**src/rtl/t07_spi_ext_regfile.sv**
```systemverilog
// External register bank fed by the octal SPI receiver.
// Address/data strobe pairs are written into a NUM_REGS x DATA_W bank that the
// CPU reads with one cycle of latency. Per-register "new" flags, a frame-done
// pulse and a saturating protocol-error counter report fresh data and bad framing.
`timescale 1ns/1ps

module t07_spi_ext_regfile #(
    parameter int NUM_REGS = 32,
    parameter int DATA_W   = 32,
    parameter int ADDR_W   = 5,
    parameter int ERR_W    = 8
) (
    input  logic                clk,
    input  logic                nrst,
    input  logic                spi_cs_n,
    input  logic                spi_addr_valid,
    input  logic [ADDR_W-1:0]   spi_addr,
    input  logic                spi_data_valid,
    input  logic [DATA_W-1:0]   spi_data,
    input  logic                cpu_rd_en,
    input  logic [ADDR_W-1:0]   cpu_rd_addr,
    output logic [DATA_W-1:0]   cpu_rd_data,
    output logic                cpu_rd_valid,
    output logic                cpu_rd_new,
    output logic [NUM_REGS-1:0] new_mask,
    output logic                frame_done,
    output logic [ERR_W-1:0]    err_count,
    input  logic                clr_err
);

    typedef enum logic [1:0] {
        IDLE,
        WAIT_ADDR,
        WAIT_DATA
    } state_t;

    localparam logic [ADDR_W:0]   NUM_REGS_EXT = (ADDR_W+1)'(NUM_REGS);
    localparam logic [ADDR_W-1:0] LAST_ADDR    = ADDR_W'(NUM_REGS - 1);

    state_t              state;
    logic [ADDR_W-1:0]   pend_addr;
    logic [DATA_W-1:0]   regs [NUM_REGS];

    logic                commit;
    logic                wr_en;
    logic                err_event;
    logic                pend_in_range;
    logic                rd_in_range;
    logic [NUM_REGS-1:0] wr_set;
    logic [NUM_REGS-1:0] rd_clr;

    assign pend_in_range = {1'b0, pend_addr} < NUM_REGS_EXT;
    assign rd_in_range   = {1'b0, cpu_rd_addr} < NUM_REGS_EXT;

    // Decode the strobes seen in the current state into write and error events.
    always_comb begin
        // NOTE: every output of this block gets a default first so that no path
        // leaves a signal unassigned, which would otherwise infer a latch.
        commit    = 1'b0;
        err_event = 1'b0;
        wr_set    = '0;
        rd_clr    = '0;
        case (state)
            WAIT_ADDR: begin
                // Data without a preceding address is an orphan, even if an
                // address arrives in the same cycle.
                if (!spi_cs_n) err_event = spi_data_valid;
            end
            WAIT_DATA: begin
                if (spi_cs_n) begin
                    // Chip select dropped with a write still outstanding.
                    err_event = 1'b1;
                end else begin
                    commit    = spi_data_valid;
                    // A second address before the data replaces the pending one.
                    err_event = spi_addr_valid;
                end
            end
            default: ;
        endcase
        wr_en = commit && pend_in_range;
        if (commit && !pend_in_range) err_event = 1'b1;
        if (wr_en) wr_set[pend_addr] = 1'b1;
        if (cpu_rd_en && rd_in_range) rd_clr[cpu_rd_addr] = 1'b1;
    end

    // Transfer framing FSM: tracks chip select, pending address and frame end.
    always_ff @(posedge clk or negedge nrst) begin
        // NOTE: state is updated with non-blocking assignments so every block
        // clocked on this edge sees the pre-edge values regardless of order.
        if (!nrst) begin
            state      <= IDLE;
            pend_addr  <= '0;
            frame_done <= 1'b0;
        end else begin
            frame_done <= 1'b0;
            case (state)
                IDLE: begin
                    if (!spi_cs_n) state <= WAIT_ADDR;
                end
                WAIT_ADDR: begin
                    if (spi_cs_n) begin
                        state <= IDLE;
                    end else if (spi_addr_valid) begin
                        pend_addr <= spi_addr;
                        state     <= WAIT_DATA;
                    end
                end
                WAIT_DATA: begin
                    if (spi_cs_n) begin
                        state <= IDLE;
                    end else begin
                        if (commit && pend_addr == LAST_ADDR) frame_done <= 1'b1;
                        if (spi_addr_valid) begin
                            pend_addr <= spi_addr;
                        end else if (spi_data_valid) begin
                            state <= WAIT_ADDR;
                        end
                    end
                end
                default: state <= IDLE;
            endcase
        end
    end

    // Register bank write port, cleared on reset.
    always_ff @(posedge clk or negedge nrst) begin
        // NOTE: the bank is built from flops with an async clear because firmware
        // relies on every register reading 0 after reset; a RAM macro could not.
        if (!nrst) begin
            for (int i = 0; i < NUM_REGS; i++) regs[i] <= '0;
        end else if (wr_en) begin
            regs[pend_addr] <= spi_data;
        end
    end

    // New flags: a read clears its flag, a write sets it; the write wins on collision.
    always_ff @(posedge clk or negedge nrst) begin
        if (!nrst) begin
            new_mask <= '0;
        end else begin
            new_mask <= (new_mask & ~rd_clr) | wr_set;
        end
    end

    // CPU read port: data and new flag as they were in the request cycle.
    always_ff @(posedge clk or negedge nrst) begin
        if (!nrst) begin
            cpu_rd_data  <= '0;
            cpu_rd_valid <= 1'b0;
            cpu_rd_new   <= 1'b0;
        end else begin
            cpu_rd_valid <= cpu_rd_en;
            if (cpu_rd_en) begin
                cpu_rd_data <= rd_in_range ? regs[cpu_rd_addr] : '0;
                cpu_rd_new  <= rd_in_range && new_mask[cpu_rd_addr];
            end
        end
    end

    // Saturating protocol-error counter; a clear beats a same-cycle increment.
    always_ff @(posedge clk or negedge nrst) begin
        if (!nrst) begin
            err_count <= '0;
        end else if (clr_err) begin
            err_count <= '0;
        end else if (err_event && err_count != '1) begin
            err_count <= err_count + 1'b1;
        end
    end

endmodule

```
**config.mk**
```make
export PLATFORM = sky130hd
export DESIGN_NAME = t07_spi_ext_regfile
export DESIGN_NICKNAME = d
export VERILOG_FILES = /design/src/rtl/t07_spi_ext_regfile.sv
export SDC_FILE = /design/constraint.sdc
export NUM_CORES = 2
export LEC_CHECK = 0
export CELL_PAD_IN_SITES_DETAIL_PLACEMENT = 0
export CELL_PAD_IN_SITES_GLOBAL_PLACEMENT = 1
export CORE_ASPECT_RATIO = 2
export CORE_UTILIZATION = 59
export CTS_BUF_LIST = sky130_fd_sc_hd__clkbuf_2
export CTS_CLUSTER_DIAMETER = 120
export DETAILED_ROUTE_END_ITERATION = 10
export PLACE_DENSITY = 0.95
export RECOVER_POWER = 100
export SETUP_SLACK_MARGIN = 0.05
export SLEW_MARGIN = 10
export SYNTH_ARGS = -nofsm -noshare
export SYNTH_HDL_FRONTEND = slang
export SYNTH_SLANG_ARGS = --single-unit
```
**constraint.sdc**
```tcl
create_clock -name clk -period 3.25 [get_ports clk]
set_input_delay 0.8125 -clock clk [delete_from_list [all_inputs] [get_ports clk]]
set_output_delay 0.8125 -clock clk [all_outputs]
set_load 0.005 [all_outputs]
```
## After elaboration in Yosys (flattened, before gate mapping)

Index checks and enable logic that the tools add are counted.

- Output and inout bits: 75
- Word-level logic and storage cells: 102
- Input port bits: 49
- Register bits after elaboration: 1,106

- Magnitude comparators: 7
- Muxes and demuxes: 30
- Add/sub/neg operators: 1
- Eq/ne operators: 8
- Bitwise logic cells: 6
- Reductions and logical operators: 10

Operators by type and width:

| operator | count |
|---|---|
| $bwmux W1024 | 1 |
| $bmux W32 S5 | 1 |
| $demux W32 S5 | 1 |
| $mux W32 | 5 |
| $and A32 B32 Y32 | 1 |
| $not A32 Y32 | 1 |
| $or A32 B32 Y32 | 1 |
| $mux W8 | 2 |
| $ge A6 B6 Y1 const B | 2 |
| $lt A5 B6 Y1 const B | 2 |
| $mux W2 | 6 |
| $not A5 Y6 | 2 |
| $demux W1 S5 | 2 |
| $ge A5 B1 Y1 const B | 2 |
| $mux W1 | 9 |
| $ne A3 B3 Y1 const B | 3 |
| $add A8 B1 Y8 const B | 1 |
| $ne A8 B8 Y1 const B | 1 |
| $lt A6 B1 Y1 const B | 1 |
| $pmux W2 S3 | 1 |
| $bmux W1 S5 | 1 |
| $eq A5 B5 Y1 const B | 1 |
| $logic_and A1 B1 Y1 | 5 |
| $reduce_and A4 Y1 | 1 |
| 9 further kinds | 9 |

## Logic depth before layout (Yosys ltp)

- Word-level depth: 8
- Depth in mapped cells: 9
- Gate-level depth less buffers: 7

## Worst setup path after synthesis

OpenSTA, ideal clock, no wires.

- Path type: input -> register
- Start: input port cpu_rd_addr[0]
- End: register cpu_rd_data[30]
- Data arrival time: 2.249 ns
- Cell stages on the path: 7
- Slack: 0.882 ns
- Path buffers: 3
- Cells stage by stage: buf_2 buf_6 buf_2 mux4_2 a22oi_1 nand4_1 o21a_1

- Cells in the longest elaborated chain, start to end: 4

RTL lines:

| item | line | text |
|---|---|---|
| from (decl) | 21 | `input logic [ADDR_W-1:0] cpu_rd_addr,` |
| $not A5 Y6 (not written as such) | 155 | `cpu_rd_data <= rd_in_range ? regs[cpu_rd_addr] : '0;` |
| $bmux W32 S5 | 155 |  |
| $mux W32 (not written as such) (2 in a row) | 155 |  |
| to (signal assigned) | 155 |  |
| to (decl) | 22 | `output logic [DATA_W-1:0] cpu_rd_data,` |

Every way passes these cells. The select of a mux whose other input is x is not followed.
A chain may end at the register's enable or synchronous reset.

==> flow_results.org <==
** Run status
- The run finished, with violations left.
- The checks that failed: max-capacitance violations, max-slew violations.

** Yosys
- Share of synthesized cell area in full adder, half adder and majority cells :: 0.00151
- Each instance of the synthesized netlist takes up on average ~15 µm².
- Yosys attributes the largest share of cell area to sky130_fd_sc_hd__dfrtp_1, sky130_fd_sc_hd__mux2_2, sky130_fd_sc_hd__mux4_2, sky130_fd_sc_hd__mux2i_1, sky130_fd_sc_hd__buf_2.
- Post-synth EDFFs :: 0
- In the synthesized netlist, the number of instances is around 3300.
- Xor-xnor portion of the synthesized cell area :: 0.00106
- Sequential cell area fraction in the yosys report :: 0.557
- Most frequent cell after synthesis :: sky130_fd_sc_hd__dfrtp_1
- Largest family of logic cells by synthesized area :: multiplexers
- Fraction of synthesis flops using an asynchronous set or reset pin :: 1.00
- Synthesis produced a netlist with a net count of between 3000 and 4000.
- The largest total area in the synthesized netlist belongs to sky130_fd_sc_hd__dfrtp_1.
- Post-Synth Simple-Gate Area :: 0.0229
- Leading post-synthesis cells by instance count :: sky130_fd_sc_hd__dfrtp_1, sky130_fd_sc_hd__mux2_2, sky130_fd_sc_hd__mux4_2
- Among all flip-flop cells after synthesis, the most frequent one is sky130_fd_sc_hd__dfrtp_1.
- In this run the cell area of the synthesized design comes to just under 50000 µm².
- Synth unique cells :: 52
- Post-synthesis sequential element count :: between 1000 and 1500
- Share of the synthesized area in the top cell type :: 0.557
- Share of cell area taken by muxes after synthesis :: 0.349
- The area fraction in compound gates after synthesis came to 0.0368.
- Yosys printed 0 warnings.

** Placement
- Last weighted congestion value of the routability-driven placer :: approximately 0.86
- Placed wire-length estimate after detailed placement :: 88.5 mm
- Placement-stage worst setup slack :: -19.7 ps
- Once placement completed, the tool counted placed cells totaling about 4300.
- Buffers placed on the I/O ports in this run total between 100 and 150.

** Floorplan
- The floorplan step defined a core boundary enclosing roughly 84000 µm².
- Site row count :: 150
- Initial core utilization :: 0.595
- DIE AREA :: between 80000 and 90000 µm²
- Die Y-Extent :: around 410 µm
- Number of primary I/O pins :: 124
- Die width :: about 210 µm

** Worst setup path
- Along the worst path, the maximum fanout reaches 36.
- Register-to-register path setup slack :: between 100 and 150 ps
- For the worst setup path, the data required time is about 4600 ps.
- Type of the worst setup path :: primary input to flip-flop
- R2R Path Start :: state[0]$_DFFE_PN0P_
- For the worst setup path, the data arrival time is 4450 ps.
- STA classifies the critical path endpoint as a flip-flop.
- Setup crit start kind :: primary input
- The worst register-to-register path has a depth of 8.
- Capturing point of the worst reg2reg path :: regs[305]$_DFFE_PN0P_

** Final layout
- Final core area utilization :: 0.655
- Of the cells placed in the final design, the portion with a size suffix greater than 1 is 0.471.
- The area growth from synthesis to layout is 9.95%.
- Net count reported at finish :: around 3600
- Number of standard cells in the layout, taps in and fillers out :: approximately 4800
- Counting the fill cells in the layout gives between 5000 and 6000.

** Route
- Number of violations reported at the end of detailed-routing iteration 0 :: ~2400
- For this run, design rule violations remaining after detail routing come to 0.
- Number of search-and-repair iterations in the first detailed-routing pass :: 6
- Using the TritonRoute via totals, the vias-per-cell ratio works out to between 6 and 7.
- In the final routed layout, each cell accounts on average for approximately 29 µm.
- The final layout contains routed wiring with a total length of approximately 140 mm.
- The detail route stage leaves a number of antenna-violating nets equal to 0.
- The routed layout has 31700 vias.

** Job
- Max Cap Viol :: 2

** Timing
- Unrepaired setup endpoints after global routing :: false
- The worst path needs ~3100 ps of the cycle, external delays included.
- Part of the cycle the worst path needs :: 0.967
- Slew at the pin closest to its max-slew limit :: 2630 ps
- The final number of hold-violating endpoints is 0.
- The max-slew violation total from the final report came to between 40 and 50.
- On the final layout, the worst clock skew is between 100 and 150 ps.
- Fmax :: roughly 320 MHz
- The worst pin sits at a relative slew slack of -0.753.
- Worst setup margin :: 106 ps
- The tightest hold path in the finished design has a slack of ~150 ps.
- Setup violations remaining at the end of the flow were counted as 0.

** Clocking
- TritonCTS built the clock tree.
- Number of H-tree branching levels :: 4
- Total clock sinks :: ~1100
- CTS Buf Count :: ~220
- Clk root buf :: sky130_fd_sc_hd__clkbuf_2
- The clock passes through at most 3 buffers.
- At the later pin of the worst-skew pair, clock insertion delay measures about 1600 ps.
- Clock-pin slew was measured on the worst setup and hold paths at between 100 and 150 ps.

** GRT
- Entering global routing, the biggest net connects 107 pins.
- Initial antenna violation count :: 5
- GRT Total Usage :: 0.334
- For this run, global-route usage on met1 was measured as 0.375.
- The first global-routing pass estimated 212 mm of wire.
- The via count of the first global-routing pass was about 35000.
- The layer flagged by global routing as most heavily used is met2.
- For this run, global-route usage on met3 was measured as 0.0547.
- Met2 track demand over resource in global routing :: 0.573
- The total overflow left after global routing is 0.

** Min path
- In this run the most critical hold path is launched from cpu_rd_addr[1].
- Worst hold stages :: 5
- The tightest min-delay check is of the primary input to flip-flop type.
- The path with the worst hold slack has its endpoint at cpu_rd_new$_DFFE_PN0P_.

** Power
- Power density over cell area :: between 500 and 600 nW/µm²
- Worst IR drop on VDD :: 292 µV
- The design draws between 20 and 30 mW.
- The analysis attributes to cell leakage a power of 27.4 nW.
-- state kept, by name (all words and copies together), names as in the netlist --
signal        flops
pend_addr         5
state             2
frame_done        1
regs           1024
cpu_rd_data      32
new_mask         32
err_count         8
cpu_rd_valid      1
cpu_rd_new        1
-- worst max path at each step --
stage	from	end	slack, ps	cells past startpoint
3_5_place_dp	cpu_rd_addr[2]	cpu_rd_data[9]$_DFFE_PN0P_	-20	6
2_1_floorplan	cpu_rd_addr[0]	cpu_rd_data[30]$_DFFE_PN0P_	880	7
5_1_grt	state[0]$_DFFE_PN0P_	regs[380]$_DFFE_PN0P_	60	9
3_3_place_gp	cpu_rd_addr[2]	cpu_rd_data[9]$_DFFE_PN0P_	-40	6
4_1_cts	cpu_rd_data[9]$_DFFE_PN0P_	cpu_rd_data[9]	70	1
6_report	cpu_rd_en	cpu_rd_data[11]$_DFFE_PN0P_	110	6
-- per-stage QoR --
step                cell area (µm²)  setup TNS (ps)
floorplan                     49700               0
global placement              53000           -40.5
detailed placement            53000           -21.6
CTS                           55400               0
global route                  54700               0
finish                        54700               0
-- layer usage --
metal | up-vias | part of all wire
met3 | 616 | 0.063
met4 | 0 | 0.079
met1 | 16700 | 0.34
met5 | - | 0
met2 | 1507 | 0.51
li1 | 12900 | -
-- critical path: stages --
cell	delay, ps
sky130_fd_sc_hd__dlygate4sd3_1	520
sky130_fd_sc_hd__clkbuf_1	1220
sky130_fd_sc_hd__clkbuf_2	1060
sky130_fd_sc_hd__o221ai_1	400
sky130_fd_sc_hd__a21oi_1	230
sky130_fd_sc_hd__a41oi_1	140
-- cells in the final DEF, fill, tap and decap left out, types with 50 or more instances in the layout --
cell	netlist	routed
sky130_fd_sc_hd__o21ai_0	49	50
sky130_fd_sc_hd__buf_4	42	112
sky130_fd_sc_hd__a22oi_1	65	65
sky130_fd_sc_hd__mux2i_1	169	169
sky130_fd_sc_hd__nor2_1	57	61
sky130_fd_sc_hd__clkbuf_2	0	342
sky130_fd_sc_hd__dfrtp_1	1106	1105
sky130_fd_sc_hd__nand2_1	45	52
sky130_fd_sc_hd__o22ai_1	60	60
sky130_fd_sc_hd__clkinv_1	0	55
sky130_fd_sc_hd__mux4_2	180	180
sky130_fd_sc_hd__mux2_2	1015	1014
sky130_fd_sc_hd__dlygate4sd2_1	0	75
-- final cells by class --
cell class | instances | area (µm²) | share of cell area
antenna | 6 | 15.0 | 0.000275
clock buffer | 319 | 1600 | 0.0292
clock inverter | 77 | 449 | 0.00822
inverter | 7 | 26.3 | 0.000481
multi-input combinational | 1868 | 20400 | 0.373
sequential | 1106 | 27700 | 0.506
tap | 1064 | 1330 | 0.0243
timing repair buffer | 354 | 3170 | 0.0579
-- logic make-up (layout without fill, tap and decap cells) --
| group | after synthesis | in the layout |
|---|---|---|
| muxes | 1381 | 1381 |
| DFF | 1106 | 1106 |
| buffers and inverters | 312 | 757 |
| AOI/OAI and AO/OA | 269 | 269 |
| and+or+nand+nor | 206 | 206 |
| adders and majority gates | 6 | 6 |
| xor gates and xnor gates | 6 | 6 |
| other | 0 | 6 |
-- what timing repair did --
action	in CTS	in global routing
setup endpoints to repair	75	0
endpoints found under the hold margin	1152	0
hold buffers	10	0
setup buffers	42	0
gates resized for setup	81	0
-- power breakdown --
| part | internal (mW) | switching (mW) |
|---|---|---|
| Sequential | 15.6 | 1.18 |
| Clock | 3.04 | 5.25 |
| Combinational | 2.56 | 2.05 |
Power figures use the tool's default switching activity.
